$ cat config.mk
export PLATFORM = sky130hd
export DESIGN_NAME = signed_mul_top_flat
export DESIGN_NICKNAME = d
export VERILOG_FILES = /design/src/rtl/signed_mul_if.sv /design/src/rtl/signed_mul_top.sv /design/src/flat_wrapper.sv
export SDC_FILE = /design/constraint.sdc
export NUM_CORES = 1
export LEC_CHECK = 0
export CAP_MARGIN = 20
export CORE_MARGIN = 3
export CORE_UTILIZATION = 45
export CTS_CLUSTER_DIAMETER = 80
export DETAILED_ROUTE_END_ITERATION = 12
export PLACE_DENSITY_LB_ADDON = 0.1
export SLEW_MARGIN = 40
export SYNTH_ARGS = -nofsm -noshare
export SYNTH_HDL_FRONTEND = slang
export SYNTH_SLANG_ARGS = --single-unit
$ cat constraint.sdc
create_clock -name clk -period 0.8 [get_ports clk]
set_input_delay 0.16 -clock clk [delete_from_list [all_inputs] [get_ports clk]]
set_output_delay 0.16 -clock clk [all_outputs]
set_load 0.005 [all_outputs]
$ cat src/rtl/signed_mul_if.sv
// Operand/result bundle for the registered signed multiplier.
// The master drives the operands and the slave returns the product.
interface signed_mul_if #(
  parameter int WIDTH = 6
);
  logic [WIDTH-1:0]   a;
  logic [WIDTH-1:0]   b;
  logic [2*WIDTH-1:0] out;

  modport master (output a, b, input out);
  modport slave  (input a, b, output out);
endinterface

$ cat src/rtl/signed_mul_top.sv
// Registered WIDTH x WIDTH two's-complement multiplier with a 1-cycle latency.
// The core is radix-4 Booth partial products, a carry-save reduction, and a ripple adder.
module signed_mul_top #(
  parameter int WIDTH = 6
) (
  input  logic         clk,
  input  logic         rst,
  signed_mul_if.slave  bus
);
  localparam int PW  = 2 * WIDTH;  // product width
  localparam int NPP = WIDTH / 2;  // number of Booth digits
  localparam int PPW = WIDTH + 2;  // partial-product width, enough to hold +2^WIDTH

  logic [NPP:0][PW-1:0] rows;      // NPP partial products plus one row of negation bits
  logic [PW-1:0]        product;

  // Booth recoding and partial-product selection
  always_comb begin : booth_pp
    logic [PPW-1:0] a_ext;
    logic [PPW-1:0] a_dbl;
    logic [PPW-1:0] mag;
    logic [PPW-1:0] pp;
    logic [WIDTH:0] b_ext;
    logic [2:0]     trip;
    logic           neg;
    // NOTE: every combinational output gets a default first, so no path can infer a latch.
    rows  = '0;
    a_ext = {{2{bus.a[WIDTH-1]}}, bus.a};
    a_dbl = a_ext << 1;
    b_ext = {bus.b, 1'b0};
    mag   = '0;
    pp    = '0;
    trip  = '0;
    neg   = 1'b0;
    for (int i = 0; i < NPP; i++) begin
      trip = b_ext[2*i +: 3];
      case (trip)
        3'b001, 3'b010: begin mag = a_ext; neg = 1'b0; end
        3'b011:         begin mag = a_dbl; neg = 1'b0; end
        3'b100:         begin mag = a_dbl; neg = 1'b1; end
        3'b101, 3'b110: begin mag = a_ext; neg = 1'b1; end
        default:        begin mag = '0;    neg = 1'b0; end
      endcase
      // Negation is ones' complement here; the +1 goes into the correction row.
      pp              = neg ? ~mag : mag;
      rows[i]         = {{(PW-PPW){pp[PPW-1]}}, pp} << (2*i);
      rows[NPP][2*i]  = neg;
    end
  end

  // Linear 3:2 carry-save reduction followed by a ripple carry-propagate adder
  always_comb begin : reduce
    logic [PW-1:0] s;
    logic [PW-1:0] c;
    logic [PW-1:0] t;
    logic          cy;
    s       = rows[0];
    c       = rows[1];
    t       = '0;
    cy      = 1'b0;
    product = '0;
    for (int j = 2; j <= NPP; j++) begin
      t = s ^ c ^ rows[j];
      c = ((s & c) | (s & rows[j]) | (c & rows[j])) << 1;
      s = t;
    end
    for (int k = 0; k < PW; k++) begin
      product[k] = s[k] ^ c[k] ^ cy;
      cy         = (s[k] & c[k]) | (s[k] & cy) | (c[k] & cy);
    end
  end

  // NOTE: sequential state uses non-blocking assignments; combinational blocks above use blocking.
  always_ff @(posedge clk or posedge rst) begin
    if (rst) bus.out <= '0;
    else     bus.out <= product;
  end
endmodule

$ cat src/flat_wrapper.sv
// flat-port wrapper written by rule: the top's interface ports become plain ports
module signed_mul_top_flat 
#(
  parameter int WIDTH = 6
)
  (clk, rst, bus_a, bus_b, bus_out);
  signed_mul_if #(.WIDTH(WIDTH)) bus_i ();
  input  logic clk;
  input  logic rst;
  input wire logic [$bits(bus_i.a)-1:0] bus_a;
  input wire logic [$bits(bus_i.b)-1:0] bus_b;
  output wire logic [$bits(bus_i.out)-1:0] bus_out;
  assign bus_i.a = bus_a;
  assign bus_i.b = bus_b;
  assign bus_out = bus_i.out;
  signed_mul_top #(.WIDTH(WIDTH)) u_core (.clk(clk), .rst(rst), .bus(bus_i));
endmodule
==> results_dict.tcl, run 1 <==
set metrics [dict create \
    ctsLongestPathBuffers 2 \
    violated_checks "setup timing" \
    synth_enable_flop_cells 0 \
    reg.largest.list "u_core.bus.out: 12 flops" \
    critical_path.startpoint "bus_b[2]" \
    vdd_drop_max_mv 0.697 \
    grt_antenna_before_repair 0 \
    finalHoldViolCount 0 \
    clock_power_share_pct 12.4 \
    cp-end-kind "flip-flop" \
    n_antenna_cell 0 \
    cts_made_buffers 3 \
    drt_drc_violations_left 0 \
    core_area_um2 3200 \
    worst-endpoint-required_ns 0.97 \
    outcome "finished, violations left" \
    setup.worst_path.class "in -> reg" \
    clkSinkCount 12 \
    grt_start_max_net_pins 13 \
    detail_route.wirelength_um 3840 \
    number_of_standard_cells_in_the_layout_taps_in_and_fillers_out 288 \
    yosys.cell_types.count 31 \
    timing.critical_path.arrival_ns 4.83 \
    setup_slack_ns -3.86 \
    maxClockFrequency_mhz 214 \
    initial_core_util_pct 49.3 \
    grt_pass1_vias 1472 \
    postSynthAreaPerCell_um2 8.67 \
    p_comb_share_pct 63.9 \
    placedCellCount 276 \
    place.detailed.hpwl_um 2930 \
    synthToLayoutAreaGrowth_pct 49.8 \
    dieArea_um2 4250 \
    netSwitchingFraction_pct 38.7 \
    ioPinCount 26 \
    cts.clk_slew.worst_paths_ns 0.08 \
    drt_first_iter_violations 48 \
    fp.dieW_um 65.2 \
    report.final.slew_viol_count 0 \
    cts_root_buffer "sky130_fd_sc_hd__clkbuf_4" \
    ctsHtreeMaxLevel 1 \
    crit_path_max_fanout 6 \
    crit_path_start_kind "primary input" \
    timing.final.crit_share_pct 583 \
    place_worst_setup_slack_ns -4.71 \
    timing.final.crit_period_ns 4.66 \
    cts_tree "done" \
    yosysSeqAreaShare_pct 19.0 \
    nNetsFinal 292 \
    globalRouteTotalUtil_pct 19.9 \
    finalCoreUtilization_pct 73.8 \
    detail_route.vias_per_cell 4.99 \
    largest_register_ffs 12 \
    synthesis.area_um2 1580 \
    seq_power_share_pct 23.7 \
    num_vias 1436 \
    hold_class "in -> async" \
    p_leak_nw 1.14 \
    postSynthRegisterBits 12 \
    first_pass_iters 5 \
    max_flop_register "u_core.bus.out" \
    async_flop_share_pct 100 \
    final-setup-viol-count 22 \
    max-slew-margin-rel_pct 73.8 \
    synthesis.yosys.warnings 0 \
    place.gp.congestion 0.830 \
    overflow 0 \
    p_sw_mw 1.54 \
    pwr_density_cell_nw_per_um2 1680 \
    net_count_of_the_mapped_netlist 229 \
    ctsHoldBuffers 0 \
    die_height_um 65.2 \
    worstMarginPinSlew_ns 0.390 \
    drive_above_1_share_pct 42.2 \
    p_int_mw 2.43 \
    grt_setup_unrepaired "true" \
    placement_rows 20 \
    wire_length_of_the_first_global_routing_pass_um 6620 \
    max_cap_viol_count 0 \
    top_ff_cell_synth "sky130_fd_sc_hd__dfrtp_1" \
    wire_per_inst_um 13.3 \
    port_bufs 25 \
    route.antenna.remaining_nets 0 \
    synthCells 182 \
]
-- synth_stat cells (all sizes together), types with 5 or more instances --
master	count	area share, %
a31oi	5	2.0
o21ai	5	1.6
nand2	18	4.3
a22oi	5	2.4
o22ai	5	2.0
nor2	10	2.4
ha	17	13
xnor2	6	3.3
clkbuf	10	2.4
fa	16	20
dfrtp	12	19
inv	37	8.8
xor2	11	6.1
-- cells in the final DEF, fill, tap and decap left out, types with 5 or more instances in the layout --
cell type,count
sky130_fd_sc_hd__buf_4,42
sky130_fd_sc_hd__inv_1,30
sky130_fd_sc_hd__nand2_1,16
sky130_fd_sc_hd__buf_2,13
sky130_fd_sc_hd__dfrtp_1,12
sky130_fd_sc_hd__ha_1,11
sky130_fd_sc_hd__nor2_1,10
sky130_fd_sc_hd__xor2_1,10
sky130_fd_sc_hd__fa_1,8
sky130_fd_sc_hd__fa_2,8
sky130_fd_sc_hd__clkdlybuf4s50_1,8
sky130_fd_sc_hd__buf_6,7
sky130_fd_sc_hd__inv_2,6
sky130_fd_sc_hd__ha_4,6
sky130_fd_sc_hd__a22oi_1,5
sky130_fd_sc_hd__o22ai_1,5
-- power groups by stage --
| stage | sequential, mW | clock [mW] | combinational, mW |
|---|---|---|---|
| 2_1_floorplan | 1.01 | 0 | 1.41 |
| 4_1_cts | 0.946 | 0.482 | 2.51 |
| 3_3_place_gp | 0.966 | 0 | 2.42 |
| 3_5_place_dp | 0.972 | 0 | 2.54 |
| 6_report | 0.943 | 0.491 | 2.54 |
| 5_1_grt | 0.980 | 0.543 | 2.92 |
-- through the flow --
step                      instance area [um^2]  setup TNS [ns]  power, mW  hold WS [ns]
final                                     2360          -28.07       3.97         0.186
after global routing                      2360          -29.25       4.44         0.210
after CTS                                 2330          -28.53       3.94         0.192
after detailed placement                  2170          -38.67       3.52         0.485
after global placement                    2170          -37.74       3.39         0.474
after floorplan                           1650          -30.15       2.42        0.0247
-- logic make-up (layout without fill, tap and decap cells) --
logic type                 after synthesis  count (layout)  share of synthesized area, %
muxes                                    1               1                         0.714
DFF                                     12              12                          19.0
AOI/OAI and AO/OA                       33              33                          14.4
and+or+nand+nor                         35              35                          9.99
xor gates and xnor gates                17              17                          9.44
adders and majority gates               33              33                          33.8
buffers and inverters                   51             113                          12.7
-- critical path, stage by stage --
cell,delay [ns]
sky130_fd_sc_hd__buf_6,0.09
sky130_fd_sc_hd__buf_6,0.11
sky130_fd_sc_hd__ha_4,0.15
sky130_fd_sc_hd__or3_4,0.39
sky130_fd_sc_hd__and2_4,0.17
sky130_fd_sc_hd__xnor2_2,0.12
sky130_fd_sc_hd__ha_1,0.33
sky130_fd_sc_hd__ha_4,0.29
sky130_fd_sc_hd__ha_4,0.12
sky130_fd_sc_hd__inv_2,0.04
sky130_fd_sc_hd__fa_2,0.33
sky130_fd_sc_hd__inv_2,0.06
sky130_fd_sc_hd__fa_2,0.19
sky130_fd_sc_hd__fa_2,0.19
sky130_fd_sc_hd__inv_2,0.04
sky130_fd_sc_hd__fa_2,0.34
sky130_fd_sc_hd__fa_2,0.36
sky130_fd_sc_hd__fa_2,0.35
sky130_fd_sc_hd__fa_2,0.35
sky130_fd_sc_hd__fa_2,0.37
sky130_fd_sc_hd__xnor2_2,0.16
sky130_fd_sc_hd__xnor2_1,0.12
-- layer usage --
layer / GRT usage, % / up-vias / routed length, um
li1: - / 707 / -
met1: 24.5 / 674 / 1560
met2: 36.9 / 46 / 2010
met3: 1.54 / 9 / 177
met4: 5.44 / 0 / 86
met5: 0 / - / 0
-- area by class of cell --
cell class                      count  area (um^2)
Multi-Input combinational cell    119         1250
Sequential cell                    12          300
Tap cell                           44         55.1
Inverter                           37          141
Fill cell                         258          840
Clock buffer                        4         36.3
Timing Repair Buffer               72          579
-- what timing repair did --
action                                  in CTS  in global routing
resized for setup                           94                 11
endpoints found under the setup margin      24                 24
setup buffers                                9                  0
pin swaps                                   22                 17
-- how the worst max path moves through the flow --
stage	slack, ns	to	depth (start not counted)
2_1_floorplan	-4.19	u_core.bus.out[11]$_DFF_PP0_	24
3_3_place_gp	-4.58	u_core.bus.out[11]$_DFF_PP0_	22
3_5_place_dp	-4.71	u_core.bus.out[11]$_DFF_PP0_	22
4_1_cts	-3.96	u_core.bus.out[11]$_DFF_PP0_	22
5_1_grt	-3.99	u_core.bus.out[11]$_DFF_PP0_	19
6_report	-3.86	u_core.bus.out[11]$_DFF_PP0_	22
Note: power is estimated with default switching activity, not from simulation.
==> inputs of run 2 (changes only) <==
--- a/config.mk
+++ b/config.mk
@@ -5,6 +5,7 @@
 export SDC_FILE = /design/constraint.sdc
 export NUM_CORES = 1
 export LEC_CHECK = 0
+export ABC_AREA = 1
 export CAP_MARGIN = 20
 export CORE_MARGIN = 3
 export CORE_UTILIZATION = 45
==> constraint.sdc (replaced) <==
create_clock -name clk -period 0.8 [get_ports clk]
set_input_delay 0.2 -clock clk [delete_from_list [all_inputs] [get_ports clk]]
set_output_delay 0.2 -clock clk [all_outputs]
set_load 0.005 [all_outputs]
==> run 2 against run 1 <==
Effect of this change: the run still ends with setup timing left; clock-buffer cell count stayed put; sequential cell count stayed put; synthesized area is 3.3% lower; die area is 3.0% lower; critical endpoint unchanged; largest cell class unchanged.
==> results_dict.tcl, run 2 <==
set metrics [dict create \
    hold_ws_ns 0.221 \
    n_antenna_cell 0 \
    wire_per_inst_um 12.0 \
    ctsHtreeMaxLevel 1 \
    ctsLongestPathBuffers 2 \
    core_area_um2 3150 \
    reg.largest.list "u_core.bus.out: 12 flops" \
    most_repeated_library_cell_on_the_critical_path "sky130_fd_sc_hd__fa_2" \
    grt_antenna_before_repair 0 \
    final_common_cell "sky130_fd_sc_hd__nand2_1" \
    wire_length_of_the_first_global_routing_pass_um 6510 \
    num_vias 1473 \
    ioPinCount 26 \
    fp.dieW_um 64.2 \
    cts_made_buffers 3 \
    post-route-cell-area_um2 2290 \
    p_leak_nw 1.23 \
    route.antenna.remaining_nets 0 \
    final_cell_mix "sky130_fd_sc_hd__nand2_1, sky130_fd_sc_hd__inv_1, sky130_fd_sc_hd__buf_4" \
    report.power.total_mw 4.13 \
    initial_core_util_pct 48.4 \
    drive_above_1_share_pct 41.4 \
    worstMarginPinSlew_ns 0.382 \
    slowest_delay_ns 0.38 \
    ctsHoldBuffers 0 \
    vdd_drop_max_mv 0.736 \
    top_ff_cell_synth "sky130_fd_sc_hd__dfrtp_1" \
    setup_slack_ns -3.66 \
    report.final.slew_viol_count 0 \
    finalHoldViolCount 0 \
    yosysSeqAreaShare_pct 19.7 \
    die_height_um 64.2 \
    crit_path_max_fanout 4 \
    cp-end-kind "flip-flop" \
    dieArea_um2 4130 \
    grt_pass1_vias 1511 \
    n_fill_cell 266 \
    synthesis.area_um2 1530 \
    place.gp.congestion 0.851 \
    outcome "finished, violations left" \
    maxClockFrequency_mhz 224 \
    synth_common_cells "sky130_fd_sc_hd__nand2_1, sky130_fd_sc_hd__inv_1, sky130_fd_sc_hd__ha_1, sky130_fd_sc_hd__nand3_1, sky130_fd_sc_hd__fa_1" \
    max_cap_viol_count 0 \
    nNetsFinal 311 \
    finalCoreUtilization_pct 72.7 \
    placement_rows 20 \
    setup.worst_path.class "in -> reg" \
    critical_path.n_buffers_inverters 5 \
    synth_enable_flop_cells 0 \
    multi_input_comb_area_um2 1220 \
    max-slew-margin-rel_pct 74.3 \
    async_flop_share_pct 100 \
    place_area_um2 2120 \
    detail_route.vias_per_cell 4.80 \
    timing.critical_path.slowest_stage_cell "sky130_fd_sc_hd__fa_2" \
    max_flop_register "u_core.bus.out" \
    overflow 0 \
    largest_register_ffs 12 \
    place_worst_setup_slack_ns -4.50 \
    net_count_of_the_mapped_netlist 247 \
    cts.clk_slew.worst_paths_ns 0.07 \
    violated_checks "setup timing" \
    grt_start_max_net_pins 13 \
    timing.final.crit_period_ns 4.46 \
    path_delay_family "adder cells" \
    timing.final.crit_share_pct 557 \
    clkSinkCount 12 \
    port_bufs 25 \
    seqCellArea_um2 300 \
    timing.critical_path.arrival_ns 4.63 \
    globalRouteTotalUtil_pct 20.2 \
    yosys.cell_types.count 23 \
    place.detailed.hpwl_um 3020 \
    grt_setup_unrepaired "true" \
    cts_tree "done" \
    first_pass_iters 4 \
    pwr_density_cell_nw_per_um2 1800 \
    final-setup-viol-count 22 \
    hold_class "in -> async" \
    synth_most_common_cell "sky130_fd_sc_hd__nand2_1" \
    synthCells 200 \
    synth.top_cell.area_share_pct 21.0 \
    postSynthRegisterBits 12 \
    cell_types_with_the_largest_area_share_after_synthesis "sky130_fd_sc_hd__fa_1, sky130_fd_sc_hd__dfrtp_1, sky130_fd_sc_hd__nand2_1" \
    synthToLayoutAreaGrowth_pct 50.2 \
    crit_chain "buf_12 > clkinv_16 > ha_4 > nor2_4 > nand2_2 > nand2_4 > xor2_1 > ha_1 > ha_4 > ha_4 > inv_2 > fa_2 > inv_2 > fa_2 > fa_2 > inv_2 > fa_2 > fa_2 > fa_2 > fa_2 > fa_2 > xnor2_2 > xnor2_1" \
    crit_path_start_kind "primary input" \
    synthesis.yosys.warnings 0 \
    postSynthAreaPerCell_um2 7.63 \
    yosys.area.top_type "sky130_fd_sc_hd__fa_1" \
    detail_route.wirelength_um 3690 \
    cts_root_buffer "sky130_fd_sc_hd__clkbuf_4" \
    drt_first_iter_violations 32 \
    drt_drc_violations_left 0 \
    worst-endpoint-required_ns 0.97 \
]
run 2: worst paths after layout:
kind	start	end	slack (ns)	depth (start not counted)
setup / recovery	bus_b[1]	u_core.bus.out[11]$_DFF_PP0_	-3.66	23
hold / removal	rst	u_core.bus.out[4]$_DFF_PP0_	0.22	3
max in group asynchronous	rst	u_core.bus.out[6]$_DFF_PP0_	0.47	3
min in group clk	bus_b[1]	u_core.bus.out[0]$_DFF_PP0_	0.29	3
run 2: where the power goes:
| group | internal, mW | total (mW) | switching (mW) |
|---|---|---|---|
| sequential | 0.898 | 0.952 | 0.0541 |
| clock | 0.277 | 0.492 | 0.214 |
| combinational | 1.30 | 2.68 | 1.39 |
run 2: logic make-up after synthesis:
group                      share of synthesized area (%)
adders and majority gates                           34.9
DFF                                                 19.7
muxes                                              0.738
and+or+nand+nor                                     24.9
AOI/OAI and AO/OA                                   5.08
buffers and inverters                               11.8
xor gates and xnor gates                            2.87
run 2: repair_timing:
item,4_1_cts,5_1_grt
pin swaps,24,23
endpoints found under the hold margin,0,0
gates resized for setup,98,29
setup buffers,6,4
endpoints found under the setup margin,24,23
run 2: layout make-up:
| cell class | instances | share of cell area (%) |
|---|---|---|
| Inverter | 46 | 9.33 |
| Multi-Input combinational cell | 141 | 53.2 |
| Tap cell | 44 | 2.40 |
| Clock buffer | 4 | 1.58 |
| Timing Repair Buffer | 60 | 20.4 |
| Sequential cell | 12 | 13.1 |
run 2: stage by stage:
stage	cells	setup TNS, ns
CTS	304	-26.39
floorplan	200	-24.07
global placement	294	-35.47
finish	307	-25.54
global route	307	-27.06
detailed placement	294	-36.42
run 2: layer usage:
metal  vias to the layer above  global-route usage (%)  part of all wire (%)  routed length, um
li1                        731                       -                     -                  -
met1                       686                    22.7                    36               1340
met2                        47                    37.9                    55               2030
met3                         9                    1.23                   5.4                198
met4                         0                    10.3                   3.2                117
met5                         -                       0                     0                  0
